<file path="config.mk">
export PLATFORM = sky130hd
export DESIGN_NAME = instr_decode
export DESIGN_NICKNAME = d
export VERILOG_FILES = /design/src/rtl/pipe_pkg.sv /design/src/rtl/instr_decode_reg_file.sv /design/src/rtl/instr_decode.sv
export SDC_FILE = /design/constraint.sdc
export NUM_CORES = 1
export LEC_CHECK = 0
export CORE_ASPECT_RATIO = 0.7
export CORE_MARGIN = 4
export CORE_UTILIZATION = 55
export CTS_BUF_LIST = sky130_fd_sc_hd__clkbuf_8
export CTS_CLUSTER_DIAMETER = 120
export DETAILED_ROUTE_END_ITERATION = 12
export PLACE_DENSITY_LB_ADDON = 0.3
export SYNTH_ARGS = -nofsm -noshare
export SYNTH_HDL_FRONTEND = slang
export SYNTH_SLANG_ARGS = --single-unit
</file>
<file path="constraint.sdc">
create_clock -name clk -period 5.43 [get_ports clk]
set_clock_uncertainty 0.2 [all_clocks]
set_input_delay 1.086 -clock clk [delete_from_list [all_inputs] [get_ports clk]]
set_output_delay 1.086 -clock clk [all_outputs]
set_load 0.005 [all_outputs]
</file>
<file path="src/rtl/pipe_pkg.sv">
// rtl/pipe_pkg.sv - shared types, opcodes and the ID->EX stage record for the decode stage
package pipe_pkg;

  localparam int DATA_W  = 16;
  localparam int NREG    = 16;
  localparam int INSTR_W = 32;

  typedef logic [DATA_W-1:0] t_data;
  typedef logic [3:0]        t_reg_addr;

  typedef enum logic [2:0] {
    OP_ADD, OP_SUB, OP_AND, OP_OR, OP_XOR, OP_SHL, OP_SHR, OP_PASS
  } t_alu_op;

  typedef enum logic {takeGPR = 1'b0, takeImm = 1'b1} t_src;

  // ALU-class opcodes carry their t_alu_op in bits [2:0]
  localparam logic [4:0] OPC_ADD  = 5'h00;
  localparam logic [4:0] OPC_SUB  = 5'h01;
  localparam logic [4:0] OPC_AND  = 5'h02;
  localparam logic [4:0] OPC_OR   = 5'h03;
  localparam logic [4:0] OPC_XOR  = 5'h04;
  localparam logic [4:0] OPC_SHL  = 5'h05;
  localparam logic [4:0] OPC_SHR  = 5'h06;
  localparam logic [4:0] OPC_ADDI = 5'h08;
  localparam logic [4:0] OPC_ANDI = 5'h0A;
  localparam logic [4:0] OPC_ORI  = 5'h0B;
  localparam logic [4:0] OPC_XORI = 5'h0C;
  localparam logic [4:0] OPC_SHLI = 5'h0D;
  localparam logic [4:0] OPC_SHRI = 5'h0E;
  localparam logic [4:0] OPC_NOP  = 5'h10;
  localparam logic [4:0] OPC_LDI  = 5'h11;
  localparam logic [4:0] OPC_OUT  = 5'h12;

  typedef struct packed {
    t_src      ALUsrc1x1;
    t_src      ALUsrc2x1;
    t_data     dat1x1;
    t_data     dat2x1;
    t_data     immx1;
    t_alu_op   ALUopx1;
    logic      wr_enx1;
    logic      dataoutvx1;
    t_reg_addr dstx1;
  } t_IDtoEX;

  localparam t_IDtoEX IDEX_BUBBLE = '{
    ALUsrc1x1: takeGPR, ALUsrc2x1: takeGPR, dat1x1: '0, dat2x1: '0, immx1: '0,
    ALUopx1: OP_PASS, wr_enx1: 1'b0, dataoutvx1: 1'b0, dstx1: '0
  };

  function automatic t_data sext_imm(input logic [14:0] imm);
    return {{(DATA_W-15){imm[14]}}, imm};
  endfunction

endpackage

</file>
<file path="src/rtl/instr_decode_reg_file.sv">
// rtl/instr_decode_reg_file.sv - GPR array, 2 async read ports, 1 write port, r0 hard-wired to zero
module reg_file #(
  parameter int NREG = 16,
  parameter int DW   = 16,
  parameter int AW   = $clog2(NREG)
) (
  input  logic          clk,
  input  logic          rst_n,
  input  logic          wr_en,
  input  logic [AW-1:0] wr_addr,
  input  logic [DW-1:0] wr_data,
  input  logic [AW-1:0] rd_addr1,
  input  logic [AW-1:0] rd_addr2,
  output logic [DW-1:0] rd_data1,
  output logic [DW-1:0] rd_data2
);

  logic [DW-1:0] gpr [NREG];

  always_ff @(posedge clk or negedge rst_n) begin
    if (!rst_n) begin
      for (int i = 0; i < NREG; i++) gpr[i] <= '0;
    end else if (wr_en && wr_addr != '0) begin
      gpr[wr_addr] <= wr_data;
    end
  end

  assign rd_data1 = (rd_addr1 == '0) ? '0 : gpr[rd_addr1];
  assign rd_data2 = (rd_addr2 == '0) ? '0 : gpr[rd_addr2];

endmodule

</file>
<file path="src/rtl/instr_decode.sv">
// rtl/instr_decode.sv - decode stage: field decode, operand bypass, EX interlock, ID->EX register
// Optional EX->ID forwarding path enabled by defining ID_EX_FWD_EN.
module instr_decode
  import pipe_pkg::*;
(
  input  logic               clk,
  input  logic               rst_n,
  input  logic               internal_reset,
  input  logic [INSTR_W-1:0] instr,
  input  logic               instr_valid,
  output logic               instr_ready,
  input  logic               ex_stall,
  input  logic               ex_wr_en,
  input  logic [3:0]         ex_dst,
  input  logic [DATA_W-1:0]  ex_result,
  input  logic               wb_wr_en,
  input  logic [3:0]         wb_dst,
  input  logic [DATA_W-1:0]  wb_data,
  output t_IDtoEX            reg_IDtoEX,
  output logic               illegal_op,
  output logic [15:0]        stall_cnt
);

  logic [4:0] opc;
  t_reg_addr  dst, src1, src2;
  t_data      rd1, rd2, opnd1, opnd2;
  t_IDtoEX    dec;
  logic       use1, use2, dec_illegal;
  logic       hazard, accept;

  assign opc  = instr[31:27];
  assign dst  = instr[26:23];
  assign src1 = instr[22:19];
  assign src2 = instr[18:15];

  reg_file #(.NREG(NREG), .DW(DATA_W)) u_reg_file (
    .clk      (clk),
    .rst_n    (rst_n),
    .wr_en    (wb_wr_en),
    .wr_addr  (wb_dst),
    .wr_data  (wb_data),
    .rd_addr1 (src1),
    .rd_addr2 (src2),
    .rd_data1 (rd1),
    .rd_data2 (rd2)
  );

  // Later assignments win: EX result beats WB write-through beats the array
  always_comb begin
    opnd1 = rd1;
    opnd2 = rd2;
    if (src1 != '0 && wb_wr_en && wb_dst == src1) opnd1 = wb_data;
    if (src2 != '0 && wb_wr_en && wb_dst == src2) opnd2 = wb_data;
`ifdef ID_EX_FWD_EN
    if (src1 != '0 && ex_wr_en && ex_dst == src1) opnd1 = ex_result;
    if (src2 != '0 && ex_wr_en && ex_dst == src2) opnd2 = ex_result;
`endif
  end

  always_comb begin
    dec             = IDEX_BUBBLE;
    dec.dat1x1      = opnd1;
    dec.dat2x1      = opnd2;
    dec.immx1       = sext_imm(instr[14:0]);
    dec.dstx1       = dst;
    use1            = 1'b0;
    use2            = 1'b0;
    dec_illegal     = 1'b0;
    case (opc)
      OPC_ADD, OPC_SUB, OPC_AND, OPC_OR, OPC_XOR, OPC_SHL, OPC_SHR: begin
        dec.ALUopx1 = t_alu_op'(opc[2:0]);
        dec.wr_enx1 = 1'b1;
        use1        = 1'b1;
        use2        = 1'b1;
      end
      OPC_ADDI, OPC_ANDI, OPC_ORI, OPC_XORI, OPC_SHLI, OPC_SHRI: begin
        dec.ALUopx1   = t_alu_op'(opc[2:0]);
        dec.ALUsrc2x1 = takeImm;
        dec.wr_enx1   = 1'b1;
        use1          = 1'b1;
      end
      OPC_LDI: begin
        dec.ALUsrc1x1 = takeImm;
        dec.wr_enx1   = 1'b1;
      end
      OPC_OUT: begin
        dec.dataoutvx1 = 1'b1;
        use1           = 1'b1;
      end
      OPC_NOP: ;
      default: dec_illegal = 1'b1;
    endcase
    if (dst == '0) dec.wr_enx1 = 1'b0;
  end

`ifdef ID_EX_FWD_EN
  logic unused_hz;
  assign unused_hz = use1 ^ use2;
  assign hazard    = 1'b0;
`else
  logic unused_ex;
  assign unused_ex = ^ex_result;
  assign hazard    = instr_valid && ex_wr_en && ex_dst != '0 &&
                     ((use1 && ex_dst == src1) || (use2 && ex_dst == src2));
`endif

  assign instr_ready = !ex_stall && !hazard;
  assign accept      = instr_valid && instr_ready && !internal_reset;

  always_ff @(posedge clk or negedge rst_n) begin
    if (!rst_n) begin
      reg_IDtoEX <= IDEX_BUBBLE;
      illegal_op <= 1'b0;
      stall_cnt  <= '0;
    end else begin
      if (internal_reset)  reg_IDtoEX <= IDEX_BUBBLE;
      else if (!ex_stall)  reg_IDtoEX <= accept ? dec : IDEX_BUBBLE;
      if (accept && dec_illegal) illegal_op <= 1'b1;
      if (instr_valid && hazard && !ex_stall && !internal_reset && stall_cnt != 16'hFFFF)
        stall_cnt <= stall_cnt + 16'd1;
    end
  end

endmodule

</file>
Word-level counts from Yosys, hierarchy flattened
Cells that the tools add are included.

operators by class
  multiplexer cells = 25
  magnitude comparators = 4
  bitwise logic cells = 3
  $add $sub $neg = 1
  equality and inequality tests = 21
  reductions and logical operators = 37

operators with widths
  cell                                                              number
  256-bit bitwise mux                                               1
  59-bit 2-to-1 mux                                                 3
  16-bit 2-to-1 mux                                                 9
  16-bit binary-select mux with 4-bit select                        2
  16-bit demux with 4-bit select                                    1
  5-bit by 4-bit == test with 1-bit output (second input constant)  6
  14-bit OR reduction                                               2
  1-bit logical AND                                                 19
  16-bit by 1-bit adder with 16-bit output (second input constant)  1
  4-bit == test                                                     4
  16-bit != test (second input constant)                            1
  4-bit nonzero test                                                4
  16-bit OR reduction                                               1
  5-bit by 3-bit == test with 1-bit output (second input constant)  3
  5-bit == test (second input constant)                             3
  5-bit >= comparator (second input constant)                       3
  4-bit NOT with 5-bit output                                       3
  13-bit OR reduction                                               1
  4-bit zero test                                                   3
  5-bit by 2-bit == test with 1-bit output (second input constant)  2
  1-bit 2-to-1 mux                                                  8
  7-bit OR reduction                                                1
  6-bit OR reduction                                                1
  5-bit by 1-bit == test with 1-bit output (second input constant)  1
  6 further kinds                                                   8

word-level totals
  bits of input ports = 79
  register bits = 332
  logic and storage cells = 118
  output and inout port bits = 77

Longest topological paths before layout
Gate-level depths: netlist (run 1).

  depth after elaboration = 13
  mapped depth = 9
  gate-level depth less buffers = 6

Hierarchy
Synthesis (run 1) repeated with hierarchy kept, for this count alone.

unflattened totals
  cell total of the unflattened synthesis = 1,191
  area total of the unflattened synthesis = 16,659.7 sq um

by module, submodules not included
  module        cells each  instances  seq. area each (sq um)  area each (sq um)
  reg_file      851         1          6,005.8                 12,921.1
  instr_decode  340         1          1,880.6                 3,738.6

Worst setup path before layout (run 1)
Ideal clock, no wire load.

  kind = input port to output port
  from = in instr[28]
  to = out instr_ready
  arrival time = 2,147 ps
  required time = 4,144 ps
  slack = 1,997 ps
  buffers on the path = 1
  stages on the path = 6
  cell sequence = buf_2 > and3_1 > nor4_1 > a32oi_2 > nor2_1 > nor2_1

between the ends
  cells in the longest elaborated chain, start to end = 8
  elaborated cells on any way between the ends = 24
  those cells by class = 13 x eq/ne; 2 x mux; 9 x reduce/logical

RTL lines
  item                                                                               line                 source
  start, declared                                                                    instr_decode.sv:9    input logic [INSTR_W-1:0] instr,
  5-bit by 4-bit == test with 1-bit output (tied with other cells)                   instr_decode.sv:69   case (opc)
  14-bit OR reduction (no source line) / 7-bit OR reduction (equally long branches)  n/a
  1-bit 2-to-1 mux                                                                   instr_decode.sv:69
  1-bit logical AND                                                                  instr_decode.sv:104  ((use1 && ex_dst == src1) || (use2 && ex_dst == src2));
  1-bit logical OR *                                                                 instr_decode.sv:104
  1-bit logical AND *                                                                instr_decode.sv:103  assign hazard = instr_valid && ex_wr_en && ex_dst != '0 &&
  1-bit zero test *                                                                  instr_decode.sv:107  assign instr_ready = !ex_stall && !hazard;
  1-bit logical AND *                                                                instr_decode.sv:107
  end, declared                                                                      instr_decode.sv:11   output logic instr_ready,

Mark *: on every way between the ends. The rest lies on a longest branch, timed or not.

Worst setup path after layout (run 1)
Ends and elaborated chain as after synthesis.

==> results of run 1 <==
==> registers in the layout (all words and copies together) (netlist names) <==
| signal | flops |
|---|---|
| stall_cnt | 16 |
| reg_IDtoEX | 58 |
| illegal_op | 1 |
| u_reg_file.gpr | 256 |
==> power groups by stage <==
stage               clock network, uW  registers, uW  logic (uW)
detailed placement                  0           3240        1310
CTS                              2050           3200        1310
global route                     2170           3260        1420
floorplan                           0           3130         981
global placement                    0           3200        1270
finish                           2010           3210        1300
==> area by class of cell <==
cell class	instances	area [um2]	area share [%]
clock buffer	65	895	4.63
clock inverter	21	85.1	0.440
inverter	36	135	0.699
multi-input combinational	710	7790	40.3
sequential	331	8290	42.9
tap	412	515	2.67
timing repair buffer	170	1620	8.37
==> logic make-up (layout without fill, tap and decap cells) <==
group	after synthesis	after routing	share of synthesized area [%]
multiplexers	322	322	32.7
adder cells (fa/ha/maj)	1	1	0.0747
AO/OA/AOI/OAI	158	158	6.34
buffers and inverters	155	292	4.28
flip-flops	331	331	49.5
XOR/XNOR	28	28	1.46
AND/OR/NAND/NOR	201	201	5.65
==> path summary, 6_finish.rpt <==
| path | startpoint | to | slack [ns] | depth (start not counted) |
|---|---|---|---|---|
| hold / removal | u_reg_file.gpr[251] | u_reg_file.gpr[251] | 0.19 | 0 |
| setup / recovery | instr[28] | instr_ready | 0.81 | 7 |
| setup reg to reg | stall_cnt[0] | stall_cnt[1] | 3.11 | 5 |
| max in group asynchronous | rst_n | u_reg_file.gpr[45] | 3.31 | 2 |
| hold reg to reg | u_reg_file.gpr[251] | u_reg_file.gpr[251] | 0.19 | 0 |
| min in group asynchronous | rst_n | reg_IDtoEX[19] | 0.35 | 1 |
==> per-stage QoR <==
| stage | hold slack, ns | power (uW) | utilization (%) | cell area (um2) | std cells |
|---|---|---|---|---|---|
| after floorplan | 0.238 | 4110 | - | 16700 | 1196 |
| after global placement | 0.177 | 4460 | 61.1 | 18300 | 1659 |
| after detailed placement | 0.182 | 4540 | 61.1 | 18300 | 1659 |
| after CTS | 0.199 | 6560 | 64.3 | 19300 | 1745 |
| after global routing | 0.209 | 6850 | 64.3 | 19300 | 1745 |
| final | 0.194 | 6520 | 64.3 | 19300 | 1745 |
==> layer usage <==
metal	global-route usage (%)	vias to the layer above	wire (um)
li1	-	4703	-
met5	0	-	0
met3	6.34	107	3670
met1	37.7	5784	18500
met4	8.01	0	1230
met2	41.6	495	20200
==> layout by cell type (no fill, tap or decap), drive strengths merged, types with 4 or more instances in the layout <==
| master | n |
|---|---|
| xor2 | 12 |
| o21ai | 85 |
| dfrtp | 328 |
| mux2 | 162 |
| a31oi | 5 |
| nand2b | 8 |
| xnor2 | 16 |
| inv | 54 |
| and2 | 4 |
| clkbuf | 65 |
| a221o | 16 |
| nor2 | 18 |
| mux4 | 160 |
| a22o | 20 |
| o31ai | 4 |
| clkdlybuf4s50 | 132 |
| nor3 | 6 |
| nor2b | 22 |
| o221ai | 17 |
| a21oi | 5 |
| nand2 | 107 |
| buf | 38 |
| nand3 | 10 |
| nand4 | 7 |
==> flow_summary.ini, run 1 <==
[run_status]
status = finished, final reports clean

[floorplanning]
ios = 156
rows = 53
start_util_pct = 55.7
coreArea_um2 = 30000
die_area_um2 = 33300
die_w_um = 217
die_h_um = 154

[finish]
fillers = 2229
nNetsFinal = 1379
drive_above_1_share_pct = 32.9
diodes = 0
synthToLayoutAreaGrowth_pct = 15.4

[critical_path]
crit_type = in2out
crit_buf_inv = 2
crit_fanout = 8
arrival_ns = 3.33
worstSetupEndpointType = primary output
startpoint_type = primary input
crit_slowest_cell = clkdlybuf4s50_1
critical_path.cell_chain = clkdlybuf4s50_1 > and3_1 > nor4_1 > a32oi_2 > nor2_1 > nor2_1 > clkdlybuf4s50_1
cp_top_family = simple AND/OR/NAND/NOR gates
crit_path_max_incr_delay_ns = 0.56
required_ns = 4.14

[flow_run]
drv_cap = 0

[clock_tree]
cts_buffers = 50
postCtsHoldBufs = 0
post_cts_resized = 0
clkSinkCount = 331
clk_pin_slew_ns = 0.06
cts_buffer_depth = 3
cts_tree = done
post-cts-setup-buffers = 0
cts-root-buf = clkbuf_8
h-tree-depth = 2
clk_latency_ns = 0.60

[synth]
yosys-top-cells-area = dfrtp_1 (49%), mux4_2 (20%), mux2_2 (11%)
synth_seq_area_share_pct = 49.5
synth_most_common_cell = dfrtp_1
avgSynthCellArea_um2 = 14.0
yosysTopAreaCellShare_pct = 49.0
syn_inst = 1196
synth_top_area_cell = dfrtp_1
synth_fp_nets = 1276
synth.yosys.warnings = 0
async_flop_share_pct = 100
synth_ff_type = dfrtp_1
synth_edf_count = 0
yosys_register_bits = 331
syn-cell-area_um2 = 16700
ys_types = 49
yosys-top-cells-count = dfrtp_1 (328), mux2_2 (162), mux4_2 (146)

[timing]
period_share_pct = 85.0
hold_viol = 0
slew_headroom_pct = 22.7
setup_ws_ns = 0.814
setup_viol = 0
fin_crit_ns = 4.62
finalMaxSlewViolations = 0
fin_setup_tns_ns = 0
max_freq_ghz = 0.217
rsz0062_at_grt = false
worstMarginPinSlew_ns = 1.16

[routing]
drt_iter0_drc = 1042
drt-pass1-iter-count = 5
ant_nets = 0
dr_total_vias = 11100
wl_mm = 43.6
drc = 0
wire_per_inst_um = 25.0
routed_via_density = 6.35

[pwr]
power_leakage_uw = 0.00819
intPower_uw = 4780
peakVddDrop_mv = 0.169
p_clk_share_pct = 30.9
p_seq_share_pct = 49.1
power.switching_uw = 1750
switching_share_pct = 26.8
power_frac_comb_pct = 20.0
p_per_area_nw_per_um2 = 338

[grt]
grt_max_degree = 125
grt_pass1_wl_mm = 68.4
grt_usage_pct = 26.6
antenna_found_initial = 0
gr-total-overflow = 0
grt_pass1_vias = 11500

[placement]
portBuffers = 139
dp_hpwl_mm = 26.4
pre_cts_ws_ns = 0.844
gp_congestion = 0.845

[worst_hold_path]
hold_class = reg2reg
Power figures use the tool's default switching activity.
==> inputs of run 2 (changes only) <==
SKIP_LAST_GASP = 1   (was default)
SLEW_MARGIN = 20   (was default)
==> run 2 against run 1 <==
  * Maximum frequency about the same
  * Utilization increased by 0.079 points
  * Worst setup slack got worse by 0.0013 ns
  * Global-route usage unchanged
  * Clock power about the same
  * Highest routed layer unchanged
==> flow_summary.ini, run 2 (same netlist as run 1, synthesis figures left out) <==
[worst_hold_path]
hold_class = reg2reg
min_path_cells = 0

[floorplanning]
coreArea_um2 = 30000
ios = 156
die_h_um = 154
die_area_um2 = 33300
rows = 53
start_util_pct = 55.7
die_w_um = 217

[routing]
ant_nets = 0
drt-pass1-iter-count = 5
dr_total_vias = 11000
wl_mm = 43.5
wire_per_inst_um = 24.9
drt_iter0_drc = 963
drc = 0
routed_via_density = 6.31

[clock_tree]
cts-root-buf = clkbuf_8
clk_pin_slew_ns = 0.06
clkSinkCount = 331
h-tree-depth = 2
post-cts-setup-buffers = 0
post_cts_resized = 0
cts_buffers = 50
clk_latency_ns = 0.59
cts_buffer_depth = 3
postCtsHoldBufs = 0
cts_tree = done

[placement]
dp_hpwl_mm = 26.4
gp_congestion = 0.845
pre_cts_ws_ns = 0.844
portBuffers = 139
post-place-cells = 1659

[pwr]
p_per_area_nw_per_um2 = 337
power_leakage_uw = 0.00820
peakVddDrop_mv = 0.169

[critical_path]
required_ns = 4.14
crit_fanout = 10
startpoint_type = primary input
rr_worst_depth = 5
crit_type = in2out
worstSetupEndpointType = primary output
arrival_ns = 3.33

[finish]
layoutNonFillerInstCount = 1746
drive_above_1_share_pct = 33.0
regMostFlops = u_reg_file.gpr
diodes = 0
largest_registers = u_reg_file.gpr (256), reg_IDtoEX (58), stall_cnt (16)
mostFrequentLayoutCells = dfrtp_1 (328), mux2_2 (162), mux4_2 (146)
final_common_cell = dfrtp_1
synthToLayoutAreaGrowth_pct = 15.5
largest_reg_flops = 256
nNetsFinal = 1380

[run_status]
status = finished, final reports clean

[grt]
antenna_found_initial = 0
grt_use_met2_pct = 41.6
grt_usage_pct = 26.6
busiest_layer = met2
grt_pass1_wl_mm = 68.4
grt_pass1_vias = 11500
gr-total-overflow = 0
grtUsageMet3_pct = 6.34
met1_usage_pct = 37.7
grt_max_degree = 125

[timing]
hold_viol = 0
max_freq_ghz = 0.217
slew_headroom_pct = 28.3
worstMarginPinSlew_ns = 1.08
setup_ws_ns = 0.812
finalMaxSlewViolations = 0
rsz0062_at_grt = false
setup_viol = 0
fin_setup_tns_ns = 0
period_share_pct = 85.0
fin_crit_ns = 4.62

[flow_run]
drv_cap = 0
## run 2: through the flow
step | hold WS [ns] | area, um2 | util, % | power, uW
after floorplan | 0.238 | 16700 | - | 4110
after global placement | 0.177 | 18300 | 61.1 | 4460
after detailed placement | 0.182 | 18300 | 61.1 | 4540
after CTS | 0.199 | 19300 | 64.3 | 6560
after global routing | 0.209 | 19300 | 64.4 | 6850
final | 0.198 | 19300 | 64.4 | 6520
## run 2: where the power goes
| part | switching (uW) | internal, uW | total, uW | leakage, uW |
|---|---|---|---|---|
| clock network | 946 | 1060 | 2010 | 0.000571 |
| registers | 311 | 2890 | 3200 | 0.00422 |
| logic | 481 | 825 | 1310 | 0.00341 |
| total | 1740 | 4780 | 6520 | 0.00820 |
## run 2: area by class of cell
type | instances | area, um2
clock inverters | 21 | 85.1
inverters | 36 | 135
fillers | 2227 | 10700
clock buffers | 65 | 895
multi-input cells | 710 | 7790
well taps | 412 | 515
flip-flops and latches | 331 | 8290
repair buffers | 171 | 1640
## run 2: metal layers
metal,share of wire (%),vias to the layer above,wire (um)
li1,-,4704,-
met1,42,5719,18200
met2,47,499,20300
met3,8.6,103,3740
met4,2.8,0,1210
met5,0,-,0
## run 2: worst paths after layout
path                                             to                start  slack (ns)
worst max-delay path                    instr_ready            instr[27]        0.81
worst min-delay path            u_reg_file.gpr[251]  u_reg_file.gpr[251]        0.20
worst max register to register         stall_cnt[1]         stall_cnt[0]        3.11
worst min register to register  u_reg_file.gpr[251]  u_reg_file.gpr[251]        0.20
max in group asynchronous        u_reg_file.gpr[61]                rst_n        3.33
min in group asynchronous            reg_IDtoEX[19]                rst_n        0.35
## run 2: critical path, stage by stage
cell             delay, ns
clkdlybuf4s50_1       0.57
and3_1                0.25
nor4_1                0.37
a32oi_2               0.18
nor2_1                0.32
nor2_1                0.09
clkdlybuf4s50_1       0.46
==> inputs of run 3 (changes only) <==
CORE_MARGIN = 2   (was 4)
==> run 3 against run 2 <==
  * Worst hold slack barely moved
  * Non-clock buffer count fell by 2
  * Final area rose by 0.19%
  * Combinational power barely moved
  * Clock power rose by 5%
  * Utilization rose by 0.26 points
  * Sequential share of layout area fell by 0.080 points
  * Via count rose by 1.4%
  * Wire length rose by 2.8%
  * Register-to-register slack got worse by 0.09 ns
  * First-iteration DRC count rose by 14%
  * Highest routed layer unchanged
==> flow_summary.ini, run 3 (same netlist as run 1, synthesis figures left out) <==
[floorplanning]
die_h_um = 150
die_area_um2 = 31900
coreArea_um2 = 30000
ios = 156
rows = 53
start_util_pct = 55.9
die_w_um = 213

[routing]
drt_iter0_drc = 1099
wire_per_inst_um = 25.6
wl_mm = 44.7
routed_via_density = 6.39
ant_nets = 0
drt-pass1-iter-count = 5
drc = 0
dr_total_vias = 11200

[grt]
antenna_found_initial = 0
grt_max_degree = 116
grt_usage_pct = 29.4
grt_pass1_wl_mm = 69.6
gr-total-overflow = 0
grt_pass1_vias = 11600

[clock_tree]
cts_buffers = 50
clk_latency_ns = 0.60
clk_pin_slew_ns = 0.06
cts_tree = done
post_cts_resized = 0
h-tree-depth = 2
post-cts-setup-buffers = 0
cts-root-buf = clkbuf_8
clkSinkCount = 331
postCtsHoldBufs = 0
cts_buffer_depth = 3

[critical_path]
worstSetupEndpointType = primary output
arrival_ns = 3.34
crit_type = in2out
crit_fanout = 10
required_ns = 4.14
rr_worst_depth = 5
startpoint_type = primary input

[timing]
fin_crit_ns = 4.62
period_share_pct = 85.1
slew_headroom_pct = 27.6
worstMarginPinSlew_ns = 1.09
setup_viol = 0
finalMaxSlewViolations = 0
setup_ws_ns = 0.808
hold_viol = 0
rsz0062_at_grt = false
fin_setup_tns_ns = 0
max_freq_ghz = 0.216

[finish]
area.sequential_um2 = 8290
diodes = 0
largest_reg_flops = 256
drive_above_1_share_pct = 32.9
regMostFlops = u_reg_file.gpr
fillers = 2240
synthToLayoutAreaGrowth_pct = 15.7
final_common_cell = dfrtp_1
multi_input_area_um2 = 7790
nNetsFinal = 1378
mostFrequentLayoutCells = dfrtp_1 (328), mux2_2 (162), mux4_2 (146)
final_util_pct = 64.7
largest_registers = u_reg_file.gpr (256), reg_IDtoEX (58), stall_cnt (16)

[pwr]
power_leakage_uw = 0.00823
peakVddDrop_mv = 0.160
p_per_area_nw_per_um2 = 342
total_power_uw = 6630

[run_status]
status = finished, final reports clean

[placement]
portBuffers = 139
dp_hpwl_mm = 26.3
pre_cts_ws_ns = 0.826
gp_congestion = 0.889

[worst_hold_path]
min_path_cells = 0
hold_class = reg2reg

[flow_run]
drv_cap = 0
-- run 3: per-layer routing --
layer / routed length (um) / track usage [%]
met4: 932 / 8.43
met5: 0 / 0
met2: 20900 / 45.6
met1: 19200 / 42.4
met3: 3690 / 6.69
-- run 3: worst paths after layout --
kind | slack [ns] | startpoint | to
max | 0.81 | instr[27] | instr_ready
min | 0.20 | u_reg_file.gpr[254] | u_reg_file.gpr[254]
max reg2reg | 3.02 | stall_cnt[0] | stall_cnt[1]
min reg2reg | 0.20 | u_reg_file.gpr[254] | u_reg_file.gpr[254]
max in group asynchronous | 3.57 | rst_n | u_reg_file.gpr[105]
min in group asynchronous | 0.35 | rst_n | reg_IDtoEX[18]
-- run 3: metrics by stage --
stage,std cells,instance area (um2),hold slack [ns]
after CTS,1749,19400,0.198
after global placement,1658,18400,0.176
final,1749,19400,0.197
after floorplan,1196,16700,0.238
after detailed placement,1658,18400,0.184
after global routing,1749,19400,0.211
-- run 3: critical path: stages --
cell	delay [ns]
clkdlybuf4s50_1	0.59
and3_1	0.26
nor4_1	0.37
a32oi_2	0.16
nor2_1	0.33
nor2_1	0.08
clkdlybuf4s50_1	0.46
-- run 3: power by group --
group	internal [uW]	switching (uW)	leakage, uW
sequential	2890	312	0.00422
clock	1120	999	0.000608
combinational	825	487	0.00340
-- run 3: final cells by class --
class / instances / share of cell area, %
clock inverter: 26 / 0.671
clock buffer: 65 / 4.62
multi-input combinational: 710 / 40.2
tap: 412 / 2.66
timing repair buffer: 169 / 8.39
sequential: 331 / 42.8
inverter: 36 / 0.697
